===== config.mk =====
export PLATFORM = sky130hd
export DESIGN_NAME = alu_retire_stage
export DESIGN_NICKNAME = d
export VERILOG_FILES = /design/src/rtl/alu_retire_stage_pkg.sv /design/src/rtl/alu_retire_stage_skid_buf.sv /design/src/rtl/alu_retire_stage.sv
export SDC_FILE = /design/constraint.sdc
export NUM_CORES = 1
export LEC_CHECK = 0
export BUFFER_PORTS_ARGS = -buffer_cell sky130_fd_sc_hd__buf_2
export CAP_MARGIN = 20
export CORE_MARGIN = 2
export CORE_UTILIZATION = 40
export DETAILED_ROUTE_END_ITERATION = 8
export GPL_ROUTABILITY_DRIVEN = 0
export GPL_TIMING_DRIVEN = 0
export PLACE_DENSITY_LB_ADDON = 0.08
export SYNTH_ARGS = -nofsm -noshare
export SYNTH_HDL_FRONTEND = slang
export SYNTH_HIERARCHICAL = 1
export SYNTH_SLANG_ARGS = --single-unit

===== constraint.sdc =====
create_clock -name clk -period 3.3 [get_ports clk]
set_input_delay 0.66 -clock clk [delete_from_list [all_inputs] [get_ports clk]]
set_output_delay 0.66 -clock clk [all_outputs]
set_load 0.1 [all_outputs]

===== src/rtl/alu_retire_stage_pkg.sv =====
// Shared types and helpers for the ALU retire stage.
// Holds the branch condition codes, flag bit positions, the beat
// carried through the skid buffer, and the condition evaluator.
package alu_pkg;

  // Beat geometry. These must agree with the top-level DATA_W / REG_AW.
  localparam int BEAT_DATA_W = 32;
  localparam int BEAT_REG_AW = 4;
  localparam int COND_BITS   = 4;

  // Bit positions inside the 4-bit flags word.
  localparam int FLAG_Z = 3;
  localparam int FLAG_B = 2;
  localparam int FLAG_S = 1;
  localparam int FLAG_V = 0;

  // Branch condition codes; 9..15 are "never".
  typedef enum logic [COND_BITS-1:0] {
    COND_AL  = 4'd0,
    COND_EQ  = 4'd1,
    COND_NE  = 4'd2,
    COND_LTU = 4'd3,
    COND_GEU = 4'd4,
    COND_LT  = 4'd5,
    COND_GE  = 4'd6,
    COND_LE  = 4'd7,
    COND_GT  = 4'd8
  } cond_e;

  // Writeback beat held by the skid buffer.
  typedef struct packed {
    logic [BEAT_DATA_W-1:0] res;
    logic [BEAT_REG_AW-1:0] rd;
    logic                   wen;
  } retire_beat_t;

  // Evaluates a condition code against a flags word.
  function automatic logic cond_taken(input logic [COND_BITS-1:0] cond,
                                      input logic [3:0]           f);
    logic lt;
    logic taken;
    lt    = f[FLAG_S] ^ f[FLAG_V];
    taken = 1'b0;
    case (cond)
      COND_AL:  taken = 1'b1;
      COND_EQ:  taken = f[FLAG_Z];
      COND_NE:  taken = !f[FLAG_Z];
      COND_LTU: taken = f[FLAG_B];
      COND_GEU: taken = !f[FLAG_B];
      COND_LT:  taken = lt;
      COND_GE:  taken = !lt;
      COND_LE:  taken = f[FLAG_Z] | lt;
      COND_GT:  taken = !f[FLAG_Z] & !lt;
      default:  taken = 1'b0;
    endcase
    return taken;
  endfunction

endpackage


===== src/rtl/alu_retire_stage_skid_buf.sv =====
// Two-entry skid buffer carrying retire_beat_t.
// The main entry drives the outputs; the skid entry catches one beat
// when the downstream stalls. in_ready comes straight from a flop.
module retire_skid_buf
  import alu_pkg::*;
(
  input  logic         clk,
  input  logic         rst,
  input  logic         in_valid,
  output logic         in_ready,
  input  retire_beat_t in_beat,
  output logic         out_valid,
  input  logic         out_ready,
  output retire_beat_t out_beat
);

  logic         main_valid;
  logic         skid_valid;
  retire_beat_t main_q;
  retire_beat_t skid_q;
  logic         accept;
  logic         xfer;

  assign accept    = in_valid && in_ready;
  assign xfer      = main_valid && out_ready;
  assign in_ready  = !skid_valid;
  assign out_valid = main_valid;
  assign out_beat  = main_q;

  // Occupancy and main-entry contents: refill from skid first, then from input.
  // NOTE: sequential state uses non-blocking assignments so every flop samples pre-edge values.
  always_ff @(posedge clk or posedge rst) begin
    if (rst) begin
      main_valid <= 1'b0;
      skid_valid <= 1'b0;
      main_q     <= '0;
    end else if (xfer) begin
      if (skid_valid) begin
        main_q     <= skid_q;
        skid_valid <= 1'b0;
      end else if (accept) begin
        main_q     <= in_beat;
      end else begin
        main_valid <= 1'b0;
      end
    end else if (!main_valid) begin
      if (accept) begin
        main_q     <= in_beat;
        main_valid <= 1'b1;
      end
    end else if (accept) begin
      skid_valid <= 1'b1;
    end
  end

  // Skid payload: captured when a beat arrives while main is full and stalled.
  // NOTE: payload-only storage has no reset; skid_valid alone says whether it is meaningful.
  always_ff @(posedge clk) begin
    if (accept && main_valid && !out_ready) begin
      skid_q <= in_beat;
    end
  end

endmodule


===== src/rtl/alu_retire_stage.sv =====
// ALU retire stage: buffers ALU results toward writeback, maintains the
// architectural flags and resolves conditional branches at accept time.
// Optional feature macro: ALU_RETIRE_PERF_EN adds retire/stall counters.
module alu_retire_stage
  import alu_pkg::*;
#(
  parameter int DATA_W = 32,
  parameter int REG_AW = 4,
  parameter int COND_W = 4
) (
  input  logic              clk,
  input  logic              rst,
  input  logic              in_valid,
  output logic              in_ready,
  input  logic [DATA_W-1:0] in_res,
  input  logic [3:0]        in_flags,
  input  logic [REG_AW-1:0] in_rd,
  input  logic              in_wen,
  input  logic              in_setflags,
  input  logic              in_isbranch,
  input  logic [COND_W-1:0] in_cond,
  input  logic [DATA_W-1:0] in_target,
  output logic              out_valid,
  input  logic              out_ready,
  output logic [DATA_W-1:0] out_res,
  output logic [REG_AW-1:0] out_rd,
  output logic              out_wen,
  output logic              branch_taken,
  output logic [DATA_W-1:0] branch_target,
  output logic [3:0]        flags_q
`ifdef ALU_RETIRE_PERF_EN
  ,
  output logic [31:0]       perf_retired,
  output logic [31:0]       perf_stall
`endif
);

  retire_beat_t in_beat;
  retire_beat_t out_beat;
  logic         accept;
  logic [3:0]   eff_flags;
  logic         br_hit;

  assign in_beat = '{res: in_res, rd: in_rd, wen: in_wen};

  retire_skid_buf u_skid (
    .clk       (clk),
    .rst       (rst),
    .in_valid  (in_valid),
    .in_ready  (in_ready),
    .in_beat   (in_beat),
    .out_valid (out_valid),
    .out_ready (out_ready),
    .out_beat  (out_beat)
  );

  assign out_res = out_beat.res;
  assign out_rd  = out_beat.rd;
  assign out_wen = out_beat.wen;

  assign accept = in_valid && in_ready;

  // A compare-and-branch beat resolves against the flags it carries itself.
  always_comb begin
    eff_flags = in_setflags ? in_flags : flags_q;
    br_hit    = accept && in_isbranch && cond_taken(in_cond, eff_flags);
  end

  // Architectural flags update at accept, independent of writeback timing.
  always_ff @(posedge clk or posedge rst) begin
    if (rst) begin
      flags_q <= '0;
    end else if (accept && in_setflags) begin
      flags_q <= in_flags;
    end
  end

  // One-cycle taken pulse with its target; downstream stalls do not delay it.
  always_ff @(posedge clk or posedge rst) begin
    if (rst) begin
      branch_taken  <= 1'b0;
      branch_target <= '0;
    end else begin
      branch_taken <= br_hit;
      if (br_hit) begin
        branch_target <= in_target;
      end
    end
  end

`ifdef ALU_RETIRE_PERF_EN
  // Retired-beat and stall-cycle counters, wrapping naturally at 2^32.
  always_ff @(posedge clk or posedge rst) begin
    if (rst) begin
      perf_retired <= '0;
      perf_stall   <= '0;
    end else begin
      if (out_valid && out_ready) begin
        perf_retired <= perf_retired + 32'd1;
      end
      if (out_valid && !out_ready) begin
        perf_stall <= perf_stall + 32'd1;
      end
    end
  end
`endif

endmodule


==> flow_summary.json <==
{
  "core_um2": 10900,
  "fin_worst_skew_ps": 5.02,
  "holdCritPathClass": "in2async",
  "tightest_slew_ps": 764,
  "fin_nets": 532,
  "fin_crit_sh_pct": 62.1,
  "numCtsBuffers": 17,
  "cp-start-kind": "flop",
  "layout_commonest_cell": "buf_2",
  "grt_pass1_wl_mm": 15.5,
  "syn_nets": 353,
  "ctsHoldBuffers": 0,
  "critPathMaxStageDelay_ps": 440,
  "clock-sinks": 113,
  "setup_tns_ps": 0,
  "cp_num_buf_inv": 2,
  "crit_family": "buffers and inverters",
  "drive_above_1_share_pct": 67.5,
  "status": "finished, final reports clean",
  "finalSetupViolCount": 0,
  "crit_slowest_cell": "buf_2",
  "portBuffers": 158,
  "fmax_mhz": 488,
  "wl_mm": 9.93,
  "fp.dieArea_um2": 12200,
  "die_h_um": 110,
  "ys.warnings.count": 6,
  "worstSetupPathType": "reg2out",
  "antenna_found_initial": 0,
  "ys_seq_elements": 113,
  "maxSlewViolCount": 0,
  "area_delta_synth_final_pct": 34.9,
  "start_util_pct": 41.3,
  "place_area_um2": 5540,
  "clock_latency_ps": 400,
  "clockBufferDepth": 2,
  "grt_start_max_net_pins": 38,
  "crit_arrival_ps": 1390,
  "h-tree-depth": 4,
  "cp-end-kind": "output pin",
  "firstDrtPassIters": 5,
  "syn_area_um2": 4520,
  "cp.required_ps": 2640,
  "hpwl_mm": 7.08,
  "crit_chain": "inv_1 -> buf_2",
  "synthArstFlopShare_pct": 67.3,
  "postCtsSetupBuffers": 0,
  "synth.avg_cell_area_um2": 16.7,
  "synth_seq_area_share_pct": 66.7,
  "drc_errors": 0,
  "ant_nets": 0,
  "synth-edff-count": 37,
  "first_iter_violations": 133,
  "finalHoldViolCount": 0,
  "netlist_instances": 270,
  "clockRootBuffer": "clkbuf_16",
  "ioPinCount": 159,
  "holdWs_ps": 305,
  "vias_per_cell": 4.96,
  "synth.distinct_cells": 29,
  "fin_crit_ps": 2050,
  "maxCapViolations": 0,
  "rows": 38,
  "clk_pin_slew_ps": 50,
  "rsz0062_at_grt": "false",
  "cts.repair.resized": 0,
  "worstPathMaxFanout": 6,
  "fin_util_pct": 55.7,
  "design_area_um2": 6090,
  "die_w_um": 110,
  "wire_per_inst_um": 16.5,
  "mostFrequentLayoutCells": "buf_2, dfrtp_1, or2_2",
  "track_usage_pct": 17.4,
  "grt_overflow": 0,
  "cts_tree": "done",
  "slew_headroom_pct": 49.0,
  "synth_ff_type": "dfrtp_1",
  "grt_pass1_vias": 2997,
  "antennaDiodeCount": 0,
  "via_count": 2983
}
worst reg2reg max path: cells and delay by family, from the launching register on:
kind | cells | cell delay, ps
buffers and inverters | 2 | 370
and+or+nand+nor | 3 | 410
AOI/OAI and AO/OA | 1 | 350
DFF | 1 | 420
muxes | 1 | 320
path summary, 6_finish.rpt:
kind                                    from                  end  slack (ps)  cells past startpoint
max in group asynchronous                rst    branch_target[24]        2390                      2
min                                      rst  u_skid/out_beat[17]         300                      2
max                        u_skid/skid_valid             in_ready        1250                      2
min in group clk                  in_res[14]    u_skid/skid_q[19]         450                      1
max reg2reg                u_skid/skid_valid    branch_target[14]        1320                      7
min reg2reg                branch_target[27]    branch_target[27]         500                      1
cell families (layout without fill, tap and decap cells):
logic type	count (synthesis)	in the layout	synth area share, %
xor gates and xnor gates	2	2	0.388
muxes	41	41	12.5
buffers and inverters	16	208	2.33
and+or+nand+nor	54	54	7.25
DFF	113	113	66.7
AOI/OAI and AO/OA	44	44	10.9
metal layers:
layer  up-vias  routed length [µm]  GRT usage [%]
met5         -                   0              0
met3        15                 967           7.64
met2       121                4390           24.7
li1       1387                   -              -
met4         0                 168           7.50
met1      1460                4400           23.1
Yosys cell counts, types with 2 or more instances:
cell	n	share of area, %
o221a_2	35	8.7
buf_2	3	0.33
nand3_1	4	0.44
dfrtp_1	76	42
nor3b_1	2	0.33
a21oi_1	2	0.22
or2_2	38	5.3
mux2i_1	5	1.1
buf_6	5	1.2
mux2_2	7	1.7
xor2_1	2	0.39
o221a_1	2	0.50
nor2_1	2	0.17
inv_1	4	0.33
nand2_1	3	0.25
mux2_4	29	9.6
clkbuf_1	3	0.25
edfxtp_1	37	25
sequential cells by signal, summed over array words and instances, names as in the netlist:
signal / count
branch_target: 32
u_skid/skid_valid: 1
flags_q: 4
branch_taken: 1
u_skid/out_valid: 1
u_skid/out_beat: 37
u_skid/skid_q: 37
metrics by stage:
step	setup WS, ps	cells
global route	1120	602
detailed placement	892	570
finish	1250	602
CTS	1230	602
global placement	-660	568
floorplan	136	270
layout make-up:
cell class / count / area, µm²
Fill cell: 927 / 4840
Sequential cell: 113 / 3010
Buffer: 12 / 90.1
Timing Repair Buffer: 160 / 838
Tap cell: 140 / 175
Multi-Input combinational cell: 141 / 1410
Inverter: 4 / 15.0
Clock buffer: 25 / 495
Clock inverter: 7 / 58.8
Power is left out: the tool's default activity adds up to more than one toggle a clock period on the data nets, which glitch-free logic cannot reach.
